`src/rtl/enum_stream_buffer_if.sv`:
```
// rtl/enum_stream_buffer_if.sv - code/word types and the in/out stream handshake bundle
// The producer side drives codes in and takes words out; the buffer sits on the slave modport.
package pkg;
  typedef enum logic [7:0] {
    ONE   = 8'd0,
    TWO   = 8'd1,
    THREE = 8'd2
  } alias_t;

  typedef struct packed {
    alias_t x;
  } struct_t;
endpackage

interface enum_stream_buffer_if;
  logic        in_valid;
  logic        in_ready;
  pkg::alias_t in_data;
  logic        out_valid;
  logic        out_ready;
  pkg::struct_t out_data;

  modport master (
    output in_valid, in_data, out_ready,
    input  in_ready, out_valid, out_data
  );

  modport slave (
    input  in_valid, in_data, out_ready,
    output in_ready, out_valid, out_data
  );
endinterface

```
`src/rtl/enum_stream_buffer.sv`:
```
// rtl/enum_stream_buffer.sv - filters enum codes into a small FIFO with occurrence counters
// Illegal codes are swallowed at the input and only recorded by the sticky monitor.
module enum_stream_buffer #(
  parameter int DEPTH = 4,
  parameter int CNT_W = 16
) (
  input  logic                       clk,
  input  logic                       rst_n,
  enum_stream_buffer_if.slave        bus,
  output logic [$clog2(DEPTH+1)-1:0] level,
  output logic [CNT_W-1:0]           cnt_one,
  output logic [CNT_W-1:0]           cnt_two,
  output logic [CNT_W-1:0]           cnt_three,
  output logic                       illegal_seen,
  output logic [7:0]                 illegal_code,
  input  logic                       clr_counts
);
  localparam int PW = $clog2(DEPTH);
  localparam int LW = $clog2(DEPTH+1);

  pkg::struct_t    mem [DEPTH];
  logic [PW-1:0]   wr_ptr;
  logic [PW-1:0]   rd_ptr;
  logic            accept;
  logic            legal;
  logic            push;
  logic            pop;

  // Handshake flags come from the level register only, so no input reaches an output.
  assign bus.in_ready  = (level != LW'(DEPTH));
  assign bus.out_valid = (level != '0);
  assign bus.out_data  = mem[rd_ptr];

  assign accept = bus.in_valid && bus.in_ready;
  assign legal  = (bus.in_data <= 8'd2);
  assign push   = accept && legal;
  assign pop    = bus.out_valid && bus.out_ready;

  always_ff @(posedge clk or negedge rst_n) begin
    if (!rst_n) begin
      wr_ptr <= '0;
      rd_ptr <= '0;
      level  <= '0;
      for (int i = 0; i < DEPTH; i++) begin
        mem[i] <= '0;
      end
    end else begin
      if (push) begin
        mem[wr_ptr].x <= bus.in_data;
        wr_ptr        <= wr_ptr + PW'(1);
      end
      if (pop) begin
        rd_ptr <= rd_ptr + PW'(1);
      end
      if (push && !pop) begin
        level <= level + LW'(1);
      end else if (pop && !push) begin
        level <= level - LW'(1);
      end
    end
  end

  // A clear in the same cycle as an accept wins; that accept is not counted.
  always_ff @(posedge clk or negedge rst_n) begin
    if (!rst_n) begin
      cnt_one   <= '0;
      cnt_two   <= '0;
      cnt_three <= '0;
    end else if (clr_counts) begin
      cnt_one   <= '0;
      cnt_two   <= '0;
      cnt_three <= '0;
    end else if (push) begin
      case (bus.in_data)
        pkg::ONE: begin
          if (cnt_one != '1) cnt_one <= cnt_one + CNT_W'(1);
        end
        pkg::TWO: begin
          if (cnt_two != '1) cnt_two <= cnt_two + CNT_W'(1);
        end
        default: begin
          if (cnt_three != '1) cnt_three <= cnt_three + CNT_W'(1);
        end
      endcase
    end
  end

  always_ff @(posedge clk or negedge rst_n) begin
    if (!rst_n) begin
      illegal_seen <= 1'b0;
      illegal_code <= 8'h00;
    end else if (clr_counts) begin
      illegal_seen <= 1'b0;
      illegal_code <= 8'h00;
    end else if (accept && !legal) begin
      illegal_seen <= 1'b1;
      if (!illegal_seen) illegal_code <= bus.in_data;
    end
  end
endmodule

```
`src/flat_wrapper.sv`:
```
// flat-port wrapper written by rule: the top's interface ports become plain ports
module enum_stream_buffer_flat 
#(
  parameter int DEPTH = 4,
  parameter int CNT_W = 16
)
  (clk, rst_n, level, cnt_one, cnt_two, cnt_three, illegal_seen, illegal_code, clr_counts, bus_in_valid, bus_in_data, bus_out_ready, bus_in_ready, bus_out_valid, bus_out_data);
  enum_stream_buffer_if bus_i ();
  input  logic clk;
  input  logic rst_n;
  output logic [$clog2(DEPTH+1)-1:0] level;
  output logic [CNT_W-1:0] cnt_one;
  output logic [CNT_W-1:0] cnt_two;
  output logic [CNT_W-1:0] cnt_three;
  output logic illegal_seen;
  output logic [7:0] illegal_code;
  input  logic clr_counts;
  input wire logic [$bits(bus_i.in_valid)-1:0] bus_in_valid;
  input wire logic [$bits(bus_i.in_data)-1:0] bus_in_data;
  input wire logic [$bits(bus_i.out_ready)-1:0] bus_out_ready;
  output wire logic [$bits(bus_i.in_ready)-1:0] bus_in_ready;
  output wire logic [$bits(bus_i.out_valid)-1:0] bus_out_valid;
  output wire logic [$bits(bus_i.out_data)-1:0] bus_out_data;
  assign bus_i.in_valid = bus_in_valid;
  assign bus_i.in_data = bus_in_data;
  assign bus_i.out_ready = bus_out_ready;
  assign bus_in_ready = bus_i.in_ready;
  assign bus_out_valid = bus_i.out_valid;
  assign bus_out_data = bus_i.out_data;
  enum_stream_buffer #(.DEPTH(DEPTH), .CNT_W(CNT_W)) u_core (.clk(clk), .rst_n(rst_n), .bus(bus_i), .level(level), .cnt_one(cnt_one), .cnt_two(cnt_two), .cnt_three(cnt_three), .illegal_seen(illegal_seen), .illegal_code(illegal_code), .clr_counts(clr_counts));
endmodule
```
`config.mk`:
```
export PLATFORM = sky130hd
export DESIGN_NAME = enum_stream_buffer_flat
export DESIGN_NICKNAME = d
export VERILOG_FILES = /design/src/rtl/enum_stream_buffer_if.sv /design/src/rtl/enum_stream_buffer.sv /design/src/flat_wrapper.sv
export SDC_FILE = /design/constraint.sdc
export NUM_CORES = 1
export LEC_CHECK = 0
export ABC_AREA = 1
export BUFFER_PORTS_ARGS = -buffer_cell sky130_fd_sc_hd__buf_4
export CAP_MARGIN = 20
export CORE_UTILIZATION = 55
export DETAILED_ROUTE_END_ITERATION = 8
export HOLD_SLACK_MARGIN = 0.12
export PLACE_DENSITY = 0.75
export SKIP_CTS_REPAIR_TIMING = 1
export SYNTH_ARGS = -nofsm -noshare
export SYNTH_HDL_FRONTEND = slang
export SYNTH_SLANG_ARGS = --single-unit
export TNS_END_PERCENT = 30
```
`constraint.sdc`:
```
create_clock -name clk -period 2.71 [get_ports clk]
set_input_delay 0.271 -clock clk [delete_from_list [all_inputs] [get_ports clk]]
set_output_delay 0.271 -clock clk [all_outputs]
set_load 0.05 [all_outputs]
```
; ---- Word-level counts from Yosys, hierarchy flattened
; Index checks and enable logic that the tools add are counted.
[totals]
wordCells = 82
in_bits = 13
register_bits = 96
[op_classes]
eq_ne = 7
order_cmp = 4
addsub = 7
n_mux = 25
bitwise = 2
n_reduce_logical = 25
[op_table]
columns = cell, count
row1 = 16-bit two-way mux, 12
row2 = 16-bit by 1-bit adder with 16-bit output (second input constant), 3
row3 = 8-bit two-way mux, 6
row4 = 16-bit inequality test (second input constant), 3
row5 = 32-bit bitwise mux, 1
row6 = 8-bit binary-select mux with 2-bit select, 1
row7 = 8-bit demux with 2-bit select, 1
row8 = 2-bit nonzero test, 8
row9 = 3-bit AND reduction, 3
row10 = 8-bit by 1-bit == test with 1-bit output (second input constant), 1
row11 = 8-bit by 2-bit less-or-equal comparator with 1-bit output (second input constant), 1
row12 = 8-bit zero test, 1
row13 = 1-bit logical AND, 7
row14 = 3-bit greater-or-equal comparator (second input constant), 2
row15 = 3-bit two-way mux, 2
row16 = 2-bit inverter with 3-bit output, 2
row17 = 2-bit by 1-bit adder with 2-bit output (second input constant), 2
row18 = 3-bit by 1-bit adder with 3-bit output (second input constant), 1
row19 = 1-bit zero test, 3
row20 = 3-bit by 1-bit < comparator with 1-bit output (second input constant), 1
row21 = 3-bit inequality test (second input constant), 1
row22 = 3-bit nonzero test, 1
row23 = 3-bit by 1-bit subtractor with 3-bit output (second input constant), 1
row24 = 1-bit two-way mux, 2
row25 = 4 further kinds, 4

; ---- Logic depth before layout (Yosys ltp)
[logic_depth]
word_depth = 7
depth_mapped = 11
ltp_nobuf = 11

; ---- Worst setup path before layout
; No wires, ideal clock.
[synth_path]
kind = register -> register
startpoint = reg u_core.level[0]
endpoint = reg u_core.level[2]
period_less_slack_ps = 2452
required_time_ps = 2579
stages_incl_launch_ff = 10
path_buffers = 0
setup_ps = 131
t_arrival_ps = 2322
slack_ps = 258
path_cell_list = dfrtp_1 nor2_2 nand2_1 nand2_1 ha_1 inv_1 fa_1 a21oi_1 o21ai_0 xor2_1
[synth_between]
word_cells_on_any_way = 14
cone_classes = 2 x add/sub / 1 x eq/ne / 2 x mux / 9 x reduce/logical
[synth_lines]
columns = item, line_no
row1 = from (decl), enum_stream_buffer.sv:10  ; output logic [$clog2(DEPTH+1)-1:0] level,
row2 = from (signal assigned), enum_stream_buffer.sv:56  ; level <= level + LW'(1);
row3 = from (signal assigned), enum_stream_buffer.sv:58  ; level <= level - LW'(1);
row4 = 3-bit nonzero test *, enum_stream_buffer.sv:31  ; assign bus.out_valid = (level != '0);
row5 = net bus_out_valid, flat_wrapper.sv:22  ; output wire logic [$bits(bus_i.out_valid)-1:0] bus_out_valid;
row6 = 1-bit logical AND *, enum_stream_buffer.sv:37  ; assign pop = bus.out_valid && bus.out_ready;
row7 = 1-bit zero test, enum_stream_buffer.sv:55  ; if (push && !pop) begin
row8 = 1-bit logical AND, enum_stream_buffer.sv:55
row9 = 3-bit two-way mux or 2-bit nonzero test (tied branches), --
; The timed path passes the listed nets; every way through them passes the cells marked *. The select of a mux whose other input is x is not followed.
; A chain may end at the register's enable or synchronous reset.

; ---- Worst setup path in the final report
[layout_path]
startpoint = reg u_core.rd_ptr[0]
endpoint = out bus_out_data[0]
[layout_between]
elab_chain_len = 4
[layout_lines]
columns = item, line_no
row1 = from (decl), enum_stream_buffer.sv:23  ; logic [PW-1:0] rd_ptr;
row2 = from (signal assigned), enum_stream_buffer.sv:53  ; rd_ptr <= rd_ptr + PW'(1);
row3 = 2-bit inverter with 3-bit output (not written as such), enum_stream_buffer.sv:32  ; assign bus.out_data = mem[rd_ptr];
row4 = 8-bit binary-select mux with 2-bit select, enum_stream_buffer.sv:32
row5 = 8-bit two-way mux (not written as such) (2 in series), enum_stream_buffer.sv:32
row6 = to (decl), flat_wrapper.sv:23  ; output wire logic [$bits(bus_i.out_data)-1:0] bus_out_data;
; No other way between the ends. The select of a mux whose other input is x is not followed.

==> summary.txt <==
Status: finished, final reports clean
Critical Path Source Type: register
Synth Cell Area: 0.00554 mm2
Number of top-level pins: 83
Slew Limit Fails: 0
Critical path peak fanout: 18
Worst-margin pin slew: 0.619 ns
Starting Density: 56.6%
Synthesized area per cell: 7.74 um2
Synthesized Nets: 737
DR pass1 iterations: 5
H-tree Lvls: 3
Largest buffer count on any clock path: 2
Critical path's top delay family: flip-flops
Area growth, synth to finish: 16.0%
Placed Area: 0.00622 mm2
Detailed-route via count: 4846
Worst min path class: in -> reg
CTS tree: yes
Time the worst path needs with I/O delays and setup: 2.26 ns
Clock root cell: clkbuf_8
Critical Path AT: 1.99 ns
Count of input and output buffers: 82
RePlAce Congestion: 0.866
Final Cycle Share: 83.3%
DRT iter0 DRCs: 146
Drt wl/cell: 13.0 um
HPWL Detailed: 8740 um
Total of max-cap violations: 0
Pwr Total: 3.89 mW
Overall die area: 0.0105 mm2
Post-detailed-routing wire length: 12100 um
First-pass GRT wire length: 20500 um
YS warnings: 0
RSZ-0062 raised after global routing: false
Rows: 36
Crit-path cells: inv_1 -> o21ai_0 -> o22ai_1 -> buf_4
Hold Worst Slack: 0.117 ns
Worst path max stage delay: 0.68 ns
Crit end category: output pin
Commonest non-fill, non-tap cell in the layout: nand2_1
Final-stage net count: 816
Max VDD drop: 0.568 mV
Buffers plus inverters on the worst setup path: 2
TNS Setup: 0 ns
Power density over cell area: 607 mW/mm2
Placed Cells: 915
Initial antenna violation count: 0
Netlist cell types: 36
Post-route ant nets: 0
Setup CP Type: reg -> out
Static Leak: 3.33 nW
Relative slew slack: 58.7%
Diode count: 0
DRC: 0
CP max-delay cell: dfrtp_1
Total GRT Usage: 25.2%
Final Hold Violating Endpoints: 0
Number of global-route vias before repair: 4440
Final Cell Area: 0.00642 mm2
Seq/Total Area, Yosys: 43.4%
Core Region: 0.00977 mm2
Final Setup Violations: 0
Num Clock Sinks: 96
Critical Path RT: 2.44 ns
Die height: 102 um
Layout cells sized above 1: 18.8%
Synthesis-stage register bit count: 96
Post-Syn Instances: 715
TritonCTS buffer count: 9
Layout Skew: 0.00504 ns
Max Fclk: 443 MHz
Commonest cells after routing, fill and taps aside: 238 x nand2_1, 96 x dfrtp_1, 83 x buf_4
Post-Layout Cell Count: 931
Remaining Overflow, GRT: 0
Largest net degree at the start of global routing: 51
Chip width: 102 um
Clock-pin slew on the worst setup and hold paths: 0.09 ns
Clock Latency Late Sink: 0.36 ns
Vias per cell: 5.21
## sequential cells by signal, indices dropped and copies added, names as in the netlist
signal               count
u_core.illegal_seen      1
u_core.cnt_two          16
u_core.cnt_one          16
u_core.mem              32
u_core.cnt_three        16
u_core.illegal_code      8
u_core.wr_ptr            2
u_core.rd_ptr            2
u_core.level             3
## power by group
part           switching (mW)  internal (mW)  total, mW
clock                   0.479          0.443      0.922
sequential              0.139           1.51       1.65
combinational           0.928          0.391       1.32
## cell families (layout without fill, tap and decap cells)
group | after synthesis | in the layout | synth area share (%)
xor+xnor | 24 | 24 | 3.80
compound gates | 53 | 53 | 6.08
simple gates | 440 | 440 | 37.0
buf+inv | 92 | 175 | 7.35
flops | 96 | 96 | 43.4
fa+ha+maj | 9 | 9 | 2.17
mux | 1 | 1 | 0.203
## metal layers
metal	wire, um	global-route usage [%]	part of all wire (%)
met5	0	0	0
met2	5850	43.4	48
met1	5550	32.1	46
met4	209	8.68	1.7
met3	540	4.10	4.4
## worst min-delay path, delay by kind of cell
family | cells | cell delay [ns]
simple gates | 2 | 0.08
buf+inv | 1 | 0.08
## through the flow
step | util [%] | worst slack [ns]
after CTS | 65.6 | 0.450
final | 65.7 | 0.454
after global routing | 65.7 | 0.229
after detailed placement | 63.7 | 0.490
after global placement | 63.7 | 0.558
after floorplan | - | 0.258
## worst paths after layout
check | from | end | slack [ns] | depth (start not counted)
max in group asynchronous | rst_n | u_core.cnt_one[9] | 1.55 | 3
min | bus_in_data[5] | u_core.illegal_code[5] | 0.12 | 3
min in group asynchronous | rst_n | u_core.mem[4] | 0.48 | 2
max | u_core.rd_ptr[0] | bus_out_data[0] | 0.45 | 4
min reg2reg | u_core.mem[22] | u_core.mem[22] | 0.47 | 2
max reg2reg | u_core.level[0] | u_core.level[2] | 0.56 | 10
## cell type report
| type | instances | area, um2 |
|---|---|---|
| Fill cell | 887 | 3360 |
| Multi-Input combinational cell | 527 | 2730 |
| Sequential cell | 96 | 2400 |
| Timing Repair Buffer | 85 | 653 |
| Inverter | 75 | 284 |
| Tap cell | 133 | 166 |
| Clock buffer | 11 | 141 |
| Clock inverter | 4 | 45.0 |
## cells in the mapped netlist (all sizes together)
cell | instances | area [um2]
and2 | 1 | 6.26
nand3b | 19 | 168
inv | 75 | 284
mux2 | 1 | 11.3
nand2 | 247 | 968
ha | 8 | 100
nor3 | 4 | 20.0
o22ai | 8 | 50.1
xnor2 | 7 | 61.3
nand3 | 55 | 335
o21bai | 5 | 37.5
xor2 | 17 | 149
buf | 13 | 108
clkbuf | 4 | 15.0
o21ai | 37 | 223
nor2 | 97 | 444
nand4 | 17 | 106
fa | 1 | 20.0
dfrtp | 96 | 2400
a21oi | 3 | 26.3
Note: power is estimated with default switching activity, not from simulation.
